<file path="config.mk">
export PLATFORM = sky130hd
export DESIGN_NAME = pipe_hazard_ctrl_flat
export DESIGN_NICKNAME = d
export VERILOG_FILES = /design/src/rtl/pipe_hazard_ctrl_pkg.sv /design/src/rtl/pipe_hazard_ctrl_if.sv /design/src/rtl/pipe_hazard_ctrl_hazard_slot.sv /design/src/rtl/pipe_hazard_ctrl.sv /design/src/flat_wrapper.sv
export SDC_FILE = /design/constraint.sdc
export NUM_CORES = 1
export LEC_CHECK = 0
export BUFFER_PORTS_ARGS = -buffer_cell sky130_fd_sc_hd__buf_2
export CAP_MARGIN = 20
export CORE_UTILIZATION = 45
export CTS_CLUSTER_DIAMETER = 200
export CTS_CLUSTER_SIZE = 12
export DETAILED_ROUTE_END_ITERATION = 7
export PLACE_DENSITY = 0.69
export SYNTH_ARGS = -nofsm -noshare
export SYNTH_HDL_FRONTEND = slang
export SYNTH_SLANG_ARGS = --single-unit
export TNS_END_PERCENT = 10
</file>
<file path="constraint.sdc">
create_clock -name clock -period 4.4 [get_ports clock]
set_input_delay 0.88 -clock clock [delete_from_list [all_inputs] [get_ports clock]]
set_output_delay 0.88 -clock clock [all_outputs]
set_load 0.005 [all_outputs]
</file>
<file path="src/rtl/pipe_hazard_ctrl_pkg.sv">
// Shared definitions for the pipeline hazard/forwarding controller:
// forward-select encodings and the memory-wait FSM states.
package pipe_hazard_ctrl_pkg;

  typedef enum logic [1:0] {
    FWD_RF    = 2'd0,
    FWD_MEM   = 2'd1,
    FWD_WB    = 2'd2,
    FWD_WBREG = 2'd3
  } fwd_sel_e;

  typedef enum logic {
    StRun  = 1'b0,
    StWait = 1'b1
  } state_e;

  // A WB-slot producer is read straight from the regfile when it writes through.
  function automatic fwd_sel_e wb_fwd_sel(input bit rf_bypass);
    return rf_bypass ? FWD_RF : FWD_WBREG;
  endfunction

endpackage

</file>
<file path="src/rtl/pipe_hazard_ctrl_if.sv">
// Decode-stage hazard inputs, data-memory handshake and pipeline control outputs.
interface pipe_hazard_ctrl_if #(
  parameter int unsigned REG_AW = 5,
  parameter int unsigned PERF_W = 16
);
  logic              id_valid;
  logic [REG_AW-1:0] id_ra_addr;
  logic [REG_AW-1:0] id_rt_addr;
  logic              id_ra_used;
  logic              id_rt_used;
  logic [REG_AW-1:0] id_wr_addr;
  logic              id_reg_write;
  logic              id_is_load;
  logic              id_mem_acc;
  logic              id_br_taken;
  logic              dm_ready;
  logic              freeze;
  logic              stall_if_id;
  logic              bubble_id_ex;
  logic              flush_if_id;
  logic [1:0]        fwd_ra_sel;
  logic [1:0]        fwd_rt_sel;
  logic [PERF_W-1:0] stall_cnt;
  logic [PERF_W-1:0] freeze_cnt;

  modport master (
    output id_valid, id_ra_addr, id_rt_addr, id_ra_used, id_rt_used, id_wr_addr,
           id_reg_write, id_is_load, id_mem_acc, id_br_taken, dm_ready,
    input  freeze, stall_if_id, bubble_id_ex, flush_if_id, fwd_ra_sel, fwd_rt_sel,
           stall_cnt, freeze_cnt
  );

  modport slave (
    input  id_valid, id_ra_addr, id_rt_addr, id_ra_used, id_rt_used, id_wr_addr,
           id_reg_write, id_is_load, id_mem_acc, id_br_taken, dm_ready,
    output freeze, stall_if_id, bubble_id_ex, flush_if_id, fwd_ra_sel, fwd_rt_sel,
           stall_cnt, freeze_cnt
  );
endinterface

</file>
<file path="src/rtl/pipe_hazard_ctrl_hazard_slot.sv">
// One shadow-scoreboard slot: records an in-flight instruction's destination info.
module pipe_hazard_ctrl_hazard_slot #(
  parameter int unsigned REG_AW = 5
) (
  input  logic              clock,
  input  logic              reset,
  input  logic              hold,
  input  logic              clear,
  input  logic              d_valid,
  input  logic              d_wr,
  input  logic [REG_AW-1:0] d_addr,
  input  logic              d_load,
  input  logic              d_mem,
  output logic              q_valid,
  output logic              q_wr,
  output logic [REG_AW-1:0] q_addr,
  output logic              q_load,
  output logic              q_mem
);

  // Hold wins over clear so a frozen pipe keeps its contents intact.
  always_ff @(posedge clock or negedge reset) begin
    if (!reset) begin
      q_valid <= 1'b0;
      q_wr    <= 1'b0;
      q_addr  <= '0;
      q_load  <= 1'b0;
      q_mem   <= 1'b0;
    end else if (!hold) begin
      if (clear) begin
        q_valid <= 1'b0;
        q_wr    <= 1'b0;
        q_addr  <= '0;
        q_load  <= 1'b0;
        q_mem   <= 1'b0;
      end else begin
        q_valid <= d_valid;
        q_wr    <= d_wr;
        q_addr  <= d_addr;
        q_load  <= d_load;
        q_mem   <= d_mem;
      end
    end
  end

endmodule

</file>
<file path="src/rtl/pipe_hazard_ctrl.sv">
// Hazard/forwarding controller for the 5-stage core: load-use bubbles, branch flush,
// registered forward selects and a pipe freeze while data memory is not ready.
module pipe_hazard_ctrl
  import pipe_hazard_ctrl_pkg::*;
#(
  parameter int unsigned REG_AW    = 5,
  parameter int unsigned RF_BYPASS = 1,
  parameter int unsigned ZERO_REG  = 0,
  parameter int unsigned PERF_W    = 16
) (
  input logic               clock,
  input logic               reset,
  pipe_hazard_ctrl_if.slave bus
);

  logic              ex_valid, ex_wr, ex_load, ex_mem;
  logic              mem_valid, mem_wr, mem_load, mem_mem;
  logic              wb_valid, wb_wr, wb_load, wb_mem;
  logic [REG_AW-1:0] ex_addr, mem_addr, wb_addr;

  state_e            state_q, state_d;
  logic              mem_pending, freeze, load_use, bubble, stall;
  logic              ra_ex, ra_mem, ra_wb, rt_ex, rt_mem, rt_wb;
  fwd_sel_e          ra_sel_d, rt_sel_d;
  logic [1:0]        ra_sel_q, rt_sel_q;
  logic [PERF_W-1:0] stall_cnt_q, freeze_cnt_q;
  logic              unused_wb;

  function automatic logic hit(input logic used, input logic v, input logic wr,
                               input logic [REG_AW-1:0] src, input logic [REG_AW-1:0] dst);
    return used && v && wr && (src == dst) && !((ZERO_REG != 0) && (src == '0));
  endfunction

  // Youngest producer wins.
  function automatic fwd_sel_e pick(input logic h_ex, input logic h_mem, input logic h_wb);
    if (h_ex)  return FWD_MEM;
    if (h_mem) return FWD_WB;
    if (h_wb)  return wb_fwd_sel(RF_BYPASS != 0);
    return FWD_RF;
  endfunction

  pipe_hazard_ctrl_hazard_slot #(.REG_AW(REG_AW)) u_slot_ex (
    .clock  (clock),           .reset  (reset),
    .hold   (freeze),          .clear  (bubble),
    .d_valid(bus.id_valid),    .d_wr   (bus.id_reg_write), .d_addr (bus.id_wr_addr),
    .d_load (bus.id_is_load),  .d_mem  (bus.id_mem_acc),
    .q_valid(ex_valid),        .q_wr   (ex_wr),            .q_addr (ex_addr),
    .q_load (ex_load),         .q_mem  (ex_mem)
  );

  pipe_hazard_ctrl_hazard_slot #(.REG_AW(REG_AW)) u_slot_mem (
    .clock  (clock),     .reset  (reset),
    .hold   (freeze),    .clear  (1'b0),
    .d_valid(ex_valid),  .d_wr   (ex_wr),   .d_addr (ex_addr),
    .d_load (ex_load),   .d_mem  (ex_mem),
    .q_valid(mem_valid), .q_wr   (mem_wr),  .q_addr (mem_addr),
    .q_load (mem_load),  .q_mem  (mem_mem)
  );

  pipe_hazard_ctrl_hazard_slot #(.REG_AW(REG_AW)) u_slot_wb (
    .clock  (clock),     .reset  (reset),
    .hold   (freeze),    .clear  (1'b0),
    .d_valid(mem_valid), .d_wr   (mem_wr),  .d_addr (mem_addr),
    .d_load (mem_load),  .d_mem  (mem_mem),
    .q_valid(wb_valid),  .q_wr   (wb_wr),   .q_addr (wb_addr),
    .q_load (wb_load),   .q_mem  (wb_mem)
  );

  assign unused_wb = wb_load ^ wb_mem;

  assign ra_ex  = hit(bus.id_ra_used, ex_valid,  ex_wr,  bus.id_ra_addr, ex_addr);
  assign ra_mem = hit(bus.id_ra_used, mem_valid, mem_wr, bus.id_ra_addr, mem_addr);
  assign ra_wb  = hit(bus.id_ra_used, wb_valid,  wb_wr,  bus.id_ra_addr, wb_addr);
  assign rt_ex  = hit(bus.id_rt_used, ex_valid,  ex_wr,  bus.id_rt_addr, ex_addr);
  assign rt_mem = hit(bus.id_rt_used, mem_valid, mem_wr, bus.id_rt_addr, mem_addr);
  assign rt_wb  = hit(bus.id_rt_used, wb_valid,  wb_wr,  bus.id_rt_addr, wb_addr);

  assign ra_sel_d = pick(ra_ex, ra_mem, ra_wb);
  assign rt_sel_d = pick(rt_ex, rt_mem, rt_wb);

  // The access stays held in MEM during WAIT, so freeze drops the cycle dm_ready rises.
  assign mem_pending = mem_valid && mem_mem;
  assign freeze      = ((state_q == StWait) || mem_pending) && !bus.dm_ready;
  assign load_use    = (ra_ex || rt_ex) && ex_load;
  assign bubble      = load_use && !freeze;
  assign stall       = freeze || load_use;

  always_comb begin
    state_d = state_q;
    case (state_q)
      StRun:   if (mem_pending && !bus.dm_ready) state_d = StWait;
      StWait:  if (bus.dm_ready) state_d = StRun;
      default: state_d = StRun;
    endcase
  end

  always_ff @(posedge clock or negedge reset) begin
    if (!reset) begin
      state_q      <= StRun;
      ra_sel_q     <= FWD_RF;
      rt_sel_q     <= FWD_RF;
      stall_cnt_q  <= '0;
      freeze_cnt_q <= '0;
    end else begin
      state_q <= state_d;
      if (!freeze) begin
        ra_sel_q <= bubble ? FWD_RF : ra_sel_d;
        rt_sel_q <= bubble ? FWD_RF : rt_sel_d;
      end
      if (bubble && (stall_cnt_q != '1)) stall_cnt_q <= stall_cnt_q + PERF_W'(1);
      if (freeze && (freeze_cnt_q != '1)) freeze_cnt_q <= freeze_cnt_q + PERF_W'(1);
    end
  end

  assign bus.freeze       = freeze;
  assign bus.stall_if_id  = stall;
  assign bus.bubble_id_ex = bubble;
  assign bus.flush_if_id  = bus.id_valid && bus.id_br_taken && !stall;
  assign bus.fwd_ra_sel   = ra_sel_q;
  assign bus.fwd_rt_sel   = rt_sel_q;
  assign bus.stall_cnt    = stall_cnt_q;
  assign bus.freeze_cnt   = freeze_cnt_q;

endmodule

</file>
<file path="src/flat_wrapper.sv">
// flat-port wrapper written by rule: the top's interface ports become plain ports
module pipe_hazard_ctrl_flat import pipe_hazard_ctrl_pkg::*;
#(
  parameter int unsigned REG_AW    = 5,
  parameter int unsigned RF_BYPASS = 1,
  parameter int unsigned ZERO_REG  = 0,
  parameter int unsigned PERF_W    = 16
)
  (clock, reset, bus_id_valid, bus_id_ra_addr, bus_id_rt_addr, bus_id_ra_used, bus_id_rt_used, bus_id_wr_addr, bus_id_reg_write, bus_id_is_load, bus_id_mem_acc, bus_id_br_taken, bus_dm_ready, bus_freeze, bus_stall_if_id, bus_bubble_id_ex, bus_flush_if_id, bus_fwd_ra_sel, bus_fwd_rt_sel, bus_stall_cnt, bus_freeze_cnt);
  pipe_hazard_ctrl_if #(.REG_AW(REG_AW), .PERF_W(PERF_W)) bus_i ();
  input logic clock;
  input logic reset;
  input wire logic [$bits(bus_i.id_valid)-1:0] bus_id_valid;
  input wire logic [$bits(bus_i.id_ra_addr)-1:0] bus_id_ra_addr;
  input wire logic [$bits(bus_i.id_rt_addr)-1:0] bus_id_rt_addr;
  input wire logic [$bits(bus_i.id_ra_used)-1:0] bus_id_ra_used;
  input wire logic [$bits(bus_i.id_rt_used)-1:0] bus_id_rt_used;
  input wire logic [$bits(bus_i.id_wr_addr)-1:0] bus_id_wr_addr;
  input wire logic [$bits(bus_i.id_reg_write)-1:0] bus_id_reg_write;
  input wire logic [$bits(bus_i.id_is_load)-1:0] bus_id_is_load;
  input wire logic [$bits(bus_i.id_mem_acc)-1:0] bus_id_mem_acc;
  input wire logic [$bits(bus_i.id_br_taken)-1:0] bus_id_br_taken;
  input wire logic [$bits(bus_i.dm_ready)-1:0] bus_dm_ready;
  output wire logic [$bits(bus_i.freeze)-1:0] bus_freeze;
  output wire logic [$bits(bus_i.stall_if_id)-1:0] bus_stall_if_id;
  output wire logic [$bits(bus_i.bubble_id_ex)-1:0] bus_bubble_id_ex;
  output wire logic [$bits(bus_i.flush_if_id)-1:0] bus_flush_if_id;
  output wire logic [$bits(bus_i.fwd_ra_sel)-1:0] bus_fwd_ra_sel;
  output wire logic [$bits(bus_i.fwd_rt_sel)-1:0] bus_fwd_rt_sel;
  output wire logic [$bits(bus_i.stall_cnt)-1:0] bus_stall_cnt;
  output wire logic [$bits(bus_i.freeze_cnt)-1:0] bus_freeze_cnt;
  assign bus_i.id_valid = bus_id_valid;
  assign bus_i.id_ra_addr = bus_id_ra_addr;
  assign bus_i.id_rt_addr = bus_id_rt_addr;
  assign bus_i.id_ra_used = bus_id_ra_used;
  assign bus_i.id_rt_used = bus_id_rt_used;
  assign bus_i.id_wr_addr = bus_id_wr_addr;
  assign bus_i.id_reg_write = bus_id_reg_write;
  assign bus_i.id_is_load = bus_id_is_load;
  assign bus_i.id_mem_acc = bus_id_mem_acc;
  assign bus_i.id_br_taken = bus_id_br_taken;
  assign bus_i.dm_ready = bus_dm_ready;
  assign bus_freeze = bus_i.freeze;
  assign bus_stall_if_id = bus_i.stall_if_id;
  assign bus_bubble_id_ex = bus_i.bubble_id_ex;
  assign bus_flush_if_id = bus_i.flush_if_id;
  assign bus_fwd_ra_sel = bus_i.fwd_ra_sel;
  assign bus_fwd_rt_sel = bus_i.fwd_rt_sel;
  assign bus_stall_cnt = bus_i.stall_cnt;
  assign bus_freeze_cnt = bus_i.freeze_cnt;
  pipe_hazard_ctrl #(.REG_AW(REG_AW), .RF_BYPASS(RF_BYPASS), .ZERO_REG(ZERO_REG), .PERF_W(PERF_W)) u_core (.clock(clock), .reset(reset), .bus(bus_i));
endmodule
</file>
==> flow_summary.ini, run 1 <==
[run_status]
status = finished, final reports clean

[critical_path]
r2r_setup_slack_ns = 2.51
path_common_cell = buf_2
r2r-end = u_core.bus.stall_cnt[1]
setup.worst_path.end_class = output port
cp_cell_sequence = buf_2, xnor2_1, nand4_1, o41a_1, a21boi_4, and3_1, buf_2
crit_type = in2out
crit_path_max_fanout = 10
slowest_delay_ns = 0.48
path_buf_inv = 2
required_ns = 3.52
reg2reg_depth = 6
critPathSlowestCell = o41a_1
arrival_ns = 2.31
path_delay_family = compound AO/OA/AOI/OAI gates
crit_path_start_kind = input pin
r2r_start = u_core.bus.stall_cnt[0]

[layout]
fin_nets = 333
multi_input_area_sq_um = 1300
areaGrowthSynthToFinish_pct = 19.2
final_cell_count_no_fill = 378
fillers = 506
final_layout_size_suffix_gt1_share_pct = 30.4
regArea_sq_um = 1350
num_antenna_cells = 0

[clocking]
clock_latency_ns = 0.31
clockBufferDepth = 2
cts_tree = built
hold_buffers = 0
cts_made_buffers = 5
cts.sink_count = 54
clkTransAtPathRegs_ns = 0.09
root_buffer = clkbuf_8
htree_levels = 2
postCtsSetupBuffers = 0
cts_resized = 0

[floorplanning]
initial_core_util_pct = 48.0
dieArea_sq_um = 6330
fp.dieW_microns = 79.6
io_pins = 65
die_h_microns = 79.6
row_count = 27
core_sq_um = 5640

[timing]
worst_pin_slew_ns = 0.486
post-route-period-util_pct = 72.6
slew_headroom_pct = 67.4
finalSetupTns_ns = 0
setup_slack_ns = 1.21
period_minus_slack_ns = 3.19
clock.fmax_mhz = 313
clock_skew_ns = 0.0127
hold_slack_ns = 0.467
drv_slew = 0
setup_viol_count_final = 0
grt_setup_unrepaired = no
final_hold_viol_count = 0

[synthesis]
synthTopCellsByCount = dfrtp_1 (54), xnor2_1 (42), nand4_1 (13)
yosysMostFrequentCell = dfrtp_1
ys_top_cells_by_area = dfrtp_1 (50%), xnor2_1 (14%), mux2_2 (3.7%), a22o_1 (3.6%), nand4_1 (3.0%)
synth.distinct_cells = 42
synth_top_area_cell = dfrtp_1
syn_nets = 264
synth_top_cell_area_share_pct = 49.9
netlist_area_sq_um = 2710
ys_ff_latch = 54
ys_seq_area_share_pct = 49.9
synth_area_per_cell_sq_um = 11.4
netlist_instances = 237
synth_edf_count = 0
ys_warn_count = 0
synthArstFlopShare_pct = 100
synth_ff_type = dfrtp_1

[place]
dpl.hpwl_mm = 4.15
dp.cells = 371
portBuffers = 64
dp_slack_ns = 1.19
gp_congestion = 0.776

[global_routing]
grt_max_degree = 40
grt_busiest_layer = met2
antenna_found_initial = 0
use_met2_pct = 29.8
grt_pass1_wl_mm = 9.40
grt.met3_usage_pct = 5.03
grt_usage_pct = 19.1
overflow = 0
grt_use_met1_pct = 26.2
first_global_vias = 1922

[pwr]
p_total_mw = 1.45
vdd_drop_max_v = 0.000258
power_density_nw_per_um2 = 450
p_leak_nw = 1.55

[detailed_routing]
drt_iter0_markers = 98
routedWlPerCell_microns = 14.9
first_pass_iters = 4
antenna_left = 0
drc = 0
route.vias.total = 2033
totalWireLength_mm = 5.63
via_per_inst = 5.38

[flow_run]
maxCapViolations = 0

[worst_hold_path]
min_path_type = in2async
## routing by layer
layer,share of wire (%),vias up
met3,4.6,4
met4,0.62,0
li1,-,1006
met5,0,-
met2,49,51
met1,45,972
## power by group
group | leakage, nW | switching, mW | total [mW] | internal, mW
Sequential | 0.705 | 0.120 | 0.716 | 0.595
Clock | 0.0573 | 0.158 | 0.340 | 0.182
Combinational | 0.786 | 0.188 | 0.396 | 0.208
## logic make-up after synthesis
kind of cell | synth area share [%]
adders and majority gates | 0.924
buffers and inverters | 2.36
DFF | 49.9
xor gates and xnor gates | 15.2
and+or+nand+nor | 15.0
muxes | 4.16
AOI/OAI and AO/OA | 12.4
## worst max path at each step
stage	from	endpoint	slack, ns	depth (start not counted)
after global placement	bus_id_rt_addr[2]	bus_flush_if_id	1.24	7
after floorplan	bus_id_rt_addr[2]	bus_flush_if_id	1.55	5
after global routing	bus_id_rt_addr[2]	bus_flush_if_id	1.15	7
after detailed placement	bus_id_rt_addr[2]	bus_flush_if_id	1.19	7
after CTS	bus_id_rt_addr[2]	bus_flush_if_id	1.18	7
final	bus_id_rt_addr[2]	bus_flush_if_id	1.21	7
## through the flow
stage | cell area [sq um] | utilization [%]
floorplan | 2710 | -
global placement | 3110 | 55.2
detailed placement | 3110 | 55.2
CTS | 3230 | 57.2
global route | 3230 | 57.2
finish | 3230 | 57.2
## sequential cells by signal, indices dropped and copies added, names as in the netlist, 2 cells and up
name                      count
u_core.bus.freeze_cnt        16
u_core.bus.stall_cnt         16
u_core.u_slot_ex.q_addr       5
u_core.u_slot_mem.q_addr      5
u_core.bus.fwd_ra_sel         2
u_core.bus.fwd_rt_sel         2
## final cells by class
type	count	area share, %
inverters	7	0.814
clock buffers	6	2.56
flip-flops and latches	54	41.9
clock inverters	1	0.931
multi-input cells	170	40.2
repair buffers	68	10.9
well taps	72	2.79
## layout by cell type, fill, tap and decap left out, types with 7 or more instances in the layout
cell	n
a22o_1	11
nand4_1	13
dfrtp_1	54
and3_1	7
nor2_1	9
nand3_1	7
nand2_1	11
mux2_2	9
buf_2	64
nor3_1	7
inv_1	7
xnor2_1	42
(Power assumes the default switching activity.)
==> inputs of run 2 (changes only) <==
- PLACE_DENSITY: 0.69 -> 0.72
- clock period: 4.4 -> 2.8 ns (I/O delays scaled with it)
==> flow_summary.ini, run 2 (same netlist as run 1, synthesis figures left out) <==
[run_status]
status = finished, final reports clean

[timing]
setup_viol_count_final = 0
grt_setup_unrepaired = no
hold_slack_ns = 0.257
setup_slack_ns = 0.199
final_hold_viol_count = 0
worst_pin_slew_ns = 0.608
period_minus_slack_ns = 2.60
clock_skew_ns = 0.00656
slew_headroom_pct = 59.5
finalSetupTns_ns = 0
clock.fmax_mhz = 384
drv_slew = 0
post-route-period-util_pct = 92.9

[clocking]
clkTransAtPathRegs_ns = 0.09
cts.sink_count = 54
cts_resized = 0
hold_buffers = 0
clockBufferDepth = 2
clock_latency_ns = 0.30
root_buffer = clkbuf_8
cts_tree = built
postCtsSetupBuffers = 0
htree_levels = 2
cts_made_buffers = 5

[pwr]
clockPowerShare_pct = 18.9
p_sw_uw = 727
power_density_nw_per_um2 = 678
p_total_mw = 2.17
combPwrFrac_pct = 29.3
seqPwrFrac_pct = 51.8
internal-power_mw = 1.44
p_sw_share_pct = 33.5
p_leak_nw = 1.54
vdd_drop_max_v = 0.000374

[layout]
final_cell_count_no_fill = 379
multi_input_area_sq_um = 1300
regArea_sq_um = 1350
final_cell_mix = buf_2 (64), dfrtp_1 (54), xnor2_1 (42), nand4_1 (13)
final_area_sq_um = 3200
final_layout_size_suffix_gt1_share_pct = 30.6
layout_commonest_cell = buf_2
fillers = 496
num_antenna_cells = 0
utilization_pct = 56.7
areaGrowthSynthToFinish_pct = 18.3
fin_nets = 334

[detailed_routing]
met3_wirelength_microns = 179
routedWlPerCell_microns = 14.3
wl_met2_mm = 2.57
via_per_inst = 5.39
first_pass_iters = 4
drc = 0
top_layer = met4
antenna_left = 0
route.vias.total = 2041
drt-met1-wl_mm = 2.61
drt_iter0_markers = 128
totalWireLength_mm = 5.41

[global_routing]
overflow = 0
grt_max_degree = 29
first_global_vias = 1894
grt_usage_pct = 18.2
grt_pass1_wl_mm = 8.97
antenna_found_initial = 0

[place]
placed_cell_area_sq_um = 3120
dp.cells = 372
gp_congestion = 0.821
portBuffers = 64
dpl.hpwl_mm = 4.04
dp_slack_ns = 0.274

[floorplanning]
io_pins = 65
fp.dieW_microns = 79.6
core_sq_um = 5640
initial_core_util_pct = 48.0
dieArea_sq_um = 6330
row_count = 27
die_h_microns = 79.6

[critical_path]
arrival_ns = 2.04
crit_path_start_kind = register
slowest_delay_ns = 0.46
setup.worst_path.end_class = output port
cp_cell_sequence = xnor2_1, nand4_1, o41a_1, a21boi_4, and3_1, buf_2
required_ns = 2.24
path_delay_family = compound AO/OA/AOI/OAI gates
crit_type = reg2out
critPathSlowestCell = o41a_1
path_buf_inv = 1
crit_path_max_fanout = 10

[worst_hold_path]
min_path_type = in2async

[flow_run]
maxCapViolations = 0
run 2: cell types whose count changed in the layout (fill, tap and decap cells not counted):
cell / delta
clkinv_2: +2
buf_4: +1
bufinv_16: -1
clkbuf_8: -1
run 2: layer usage:
layer / global-route usage, % / vias up
li1: - / 1002
met1: 25.8 / 990
met2: 28.3 / 44
met3: 2.74 / 5
met4: 6.36 / 0
met5: 0 / -
run 2: final timing paths:
check	cells past startpoint	startpoint	end	slack, ns
max	6	u_core.u_slot_ex.q_addr[2]	bus_flush_if_id	0.20
min	1	reset	u_core.bus.freeze_cnt[4]	0.26
max reg2reg	6	u_core.u_slot_ex.q_addr[3]	u_core.bus.stall_cnt[1]	0.89
min reg2reg	1	u_core.bus.freeze_cnt[13]	u_core.bus.freeze_cnt[13]	0.50
max in group asynchronous	2	reset	u_core.u_slot_ex.q_addr[0]	1.76
min in group clock	2	bus_id_wr_addr[4]	u_core.u_slot_ex.q_addr[4]	0.47
run 2: worst reg2reg max path: cells and delay by family, from the launching register on:
kind / cells / cell delay (ns)
DFF: 1 / 0.44
xor gates and xnor gates: 1 / 0.21
buffers and inverters: 1 / 0.30
AOI/OAI and AO/OA: 1 / 0.09
muxes: 1 / 0.31
and+or+nand+nor: 2 / 0.44
run 2: area by class of cell:
| type | instances | share of cell area, % |
|---|---|---|
| Clock buffer | 5 | 2.15 |
| Inverter | 7 | 0.821 |
| Tap cell | 72 | 2.81 |
| Sequential cell | 54 | 42.2 |
| Timing Repair Buffer | 69 | 11.2 |
| Clock inverter | 2 | 0.313 |
| Multi-Input combinational cell | 170 | 40.5 |
run 2: power groups by stage:
stage	sequential (mW)	combinational, mW	clock (mW)
3_3_place_gp	1.13	0.628	0
2_1_floorplan	1.10	0.451	0
3_5_place_dp	1.14	0.642	0
5_1_grt	1.15	0.712	0.452
4_1_cts	1.12	0.644	0.422
6_report	1.12	0.635	0.410
==> inputs of run 3 (changes only) <==
==> constraint.sdc (replaced) <==
create_clock -name clock -period 2.8 [get_ports clock]
set_input_delay 0.28 -clock clock [delete_from_list [all_inputs] [get_ports clock]]
set_output_delay 0.28 -clock clock [all_outputs]
set_load 0.005 [all_outputs]
==> flow_summary.ini, run 3 (same netlist as run 1, synthesis figures left out) <==
[detailed_routing]
route.vias.total = 2115
drc = 0
first_pass_iters = 4
via_per_inst = 5.57
routedWlPerCell_microns = 14.9
antenna_left = 0
totalWireLength_mm = 5.65
drt_iter0_markers = 77

[timing]
worst_pin_slew_ns = 0.666
final_hold_viol_count = 0
drv_slew = 0
setup_viol_count_final = 0
post-route-period-util_pct = 85.5
grt_setup_unrepaired = no
clock.fmax_mhz = 418
slew_headroom_pct = 55.5
period_minus_slack_ns = 2.39
clock_skew_ns = 0.00754
finalSetupTns_ns = 0

[layout]
areaGrowthSynthToFinish_pct = 18.8
fillers = 499
final_cell_mix = buf_2 (64), dfrtp_1 (54), xnor2_1 (42), nand4_1 (13)
num_antenna_cells = 0
final_area_sq_um = 3220
fin_nets = 334
final_layout_size_suffix_gt1_share_pct = 30.2
layout_commonest_cell = buf_2

[worst_hold_path]
hold_depth = 2
min_path_type = in2reg

[critical_path]
crit_path_start_kind = register
setup.worst_path.end_class = output port
reg2reg_depth = 6
arrival_ns = 2.11
crit_path_max_fanout = 10
cp_cell_sequence = xnor2_1, nand4_1, o41a_1, a21boi_4, and3_1, buf_2
slowest_delay_ns = 0.47
crit_type = reg2out
required_ns = 2.52
critPathSlowestCell = o41a_1

[place]
placed_cell_area_sq_um = 3110
portBuffers = 64
dpl.hpwl_mm = 4.12
gp_congestion = 0.788

[pwr]
vdd_drop_max_v = 0.000399
power_density_nw_per_um2 = 682
p_leak_nw = 1.54

[floorplanning]
dieArea_sq_um = 6330
initial_core_util_pct = 48.0
row_count = 27
io_pins = 65
core_sq_um = 5640
die_h_microns = 79.6
fp.dieW_microns = 79.6

[clocking]
clock_latency_ns = 0.30
cts_made_buffers = 5
clockBufferDepth = 2
htree_levels = 2
cts_tree = built
cts.sink_count = 54
clkTransAtPathRegs_ns = 0.09
root_buffer = clkbuf_8
postCtsSetupBuffers = 0

[flow_run]
maxCapViolations = 0

[global_routing]
antenna_found_initial = 0
grt_max_degree = 30
grt_usage_pct = 19.1
overflow = 0
first_global_vias = 2002
grt_pass1_wl_mm = 9.45

[run_status]
status = finished, final reports clean
==> run 3: cell count changes in the layout (fill, tap and decap cells not counted) <==
cell / delta
clkbuf_8: +1
buf_4: -1
clkbuf_1: +1
clkinv_2: -1
dlygate4sd3_1: +1
==> run 3: what timing repair did <==
action | in CTS | in global routing
gates resized for setup | 0 | 0
hold endpoints to repair | 14 | 0
hold buffers | 1 | 0
==> run 3: power by group <==
part           internal [mW]  switching [mW]  total, mW  leakage, nW
combinational          0.327           0.300      0.627        0.790
clock                  0.200           0.243      0.443       0.0482
sequential             0.935           0.189       1.12        0.705
==> run 3: routing by layer <==
metal / part of all wire, % / track usage [%] / up-vias
met5: 0 / 0 / -
met4: 1.5 / 6.73 / 0
met3: 4.1 / 3.89 / 8
met2: 49 / 30.6 / 51
met1: 45 / 25.7 / 1037
li1: - / - / 1019
==> run 3: worst paths after layout <==
| path | endpoint | slack, ns | startpoint |
|---|---|---|---|
| setup reg to reg | u_core.u_slot_ex.q_load | 0.83 | u_core.u_slot_ex.q_addr[2] |
| setup / recovery | bus_flush_if_id | 0.41 | u_core.u_slot_ex.q_addr[2] |
| min in group asynchronous | u_core.bus.freeze_cnt[4] | 0.51 | reset |
| hold / removal | u_core.u_slot_ex.q_mem | 0.19 | bus_id_mem_acc |
| hold reg to reg | u_core.bus.freeze_cnt[6] | 0.49 | u_core.bus.freeze_cnt[6] |
| max in group asynchronous | u_core.bus.fwd_rt_sel[0] | 1.48 | reset |
==> run 3: metrics by stage <==
stage               hold WS [ns]  setup WS (ns)  cells  power, mW  util [%]
CTS                        0.176          0.385    380       2.22      57.0
floorplan                -0.0156          0.992    237       1.55         -
global route               0.172          0.293    380       2.34      57.0
detailed placement         0.327          0.734    371       1.76      55.2
global placement           0.312          0.819    371       1.74      55.2
finish                     0.186          0.406    380       2.19      57.0
==> run 3: worst max-delay path: cells and delay by family (launching register included) <==
kind	cells	cell delay (ns)
AOI/OAI and AO/OA	2	0.66
DFF	1	0.44
and+or+nand+nor	2	0.41
xor gates and xnor gates	1	0.18
buffers and inverters	1	0.12
==> run 3: final cells by class <==
class / count / area (sq um) / share of cell area (%)
flip-flops and latches: 54 / 1350 / 42.0
multi-input cells: 170 / 1300 / 40.3
repair buffers: 69 / 360 / 11.2
well taps: 72 / 90.1 / 2.80
clock buffers: 7 / 86.3 / 2.68
inverters: 7 / 26.3 / 0.817
clock inverters: 1 / 5.00 / 0.156
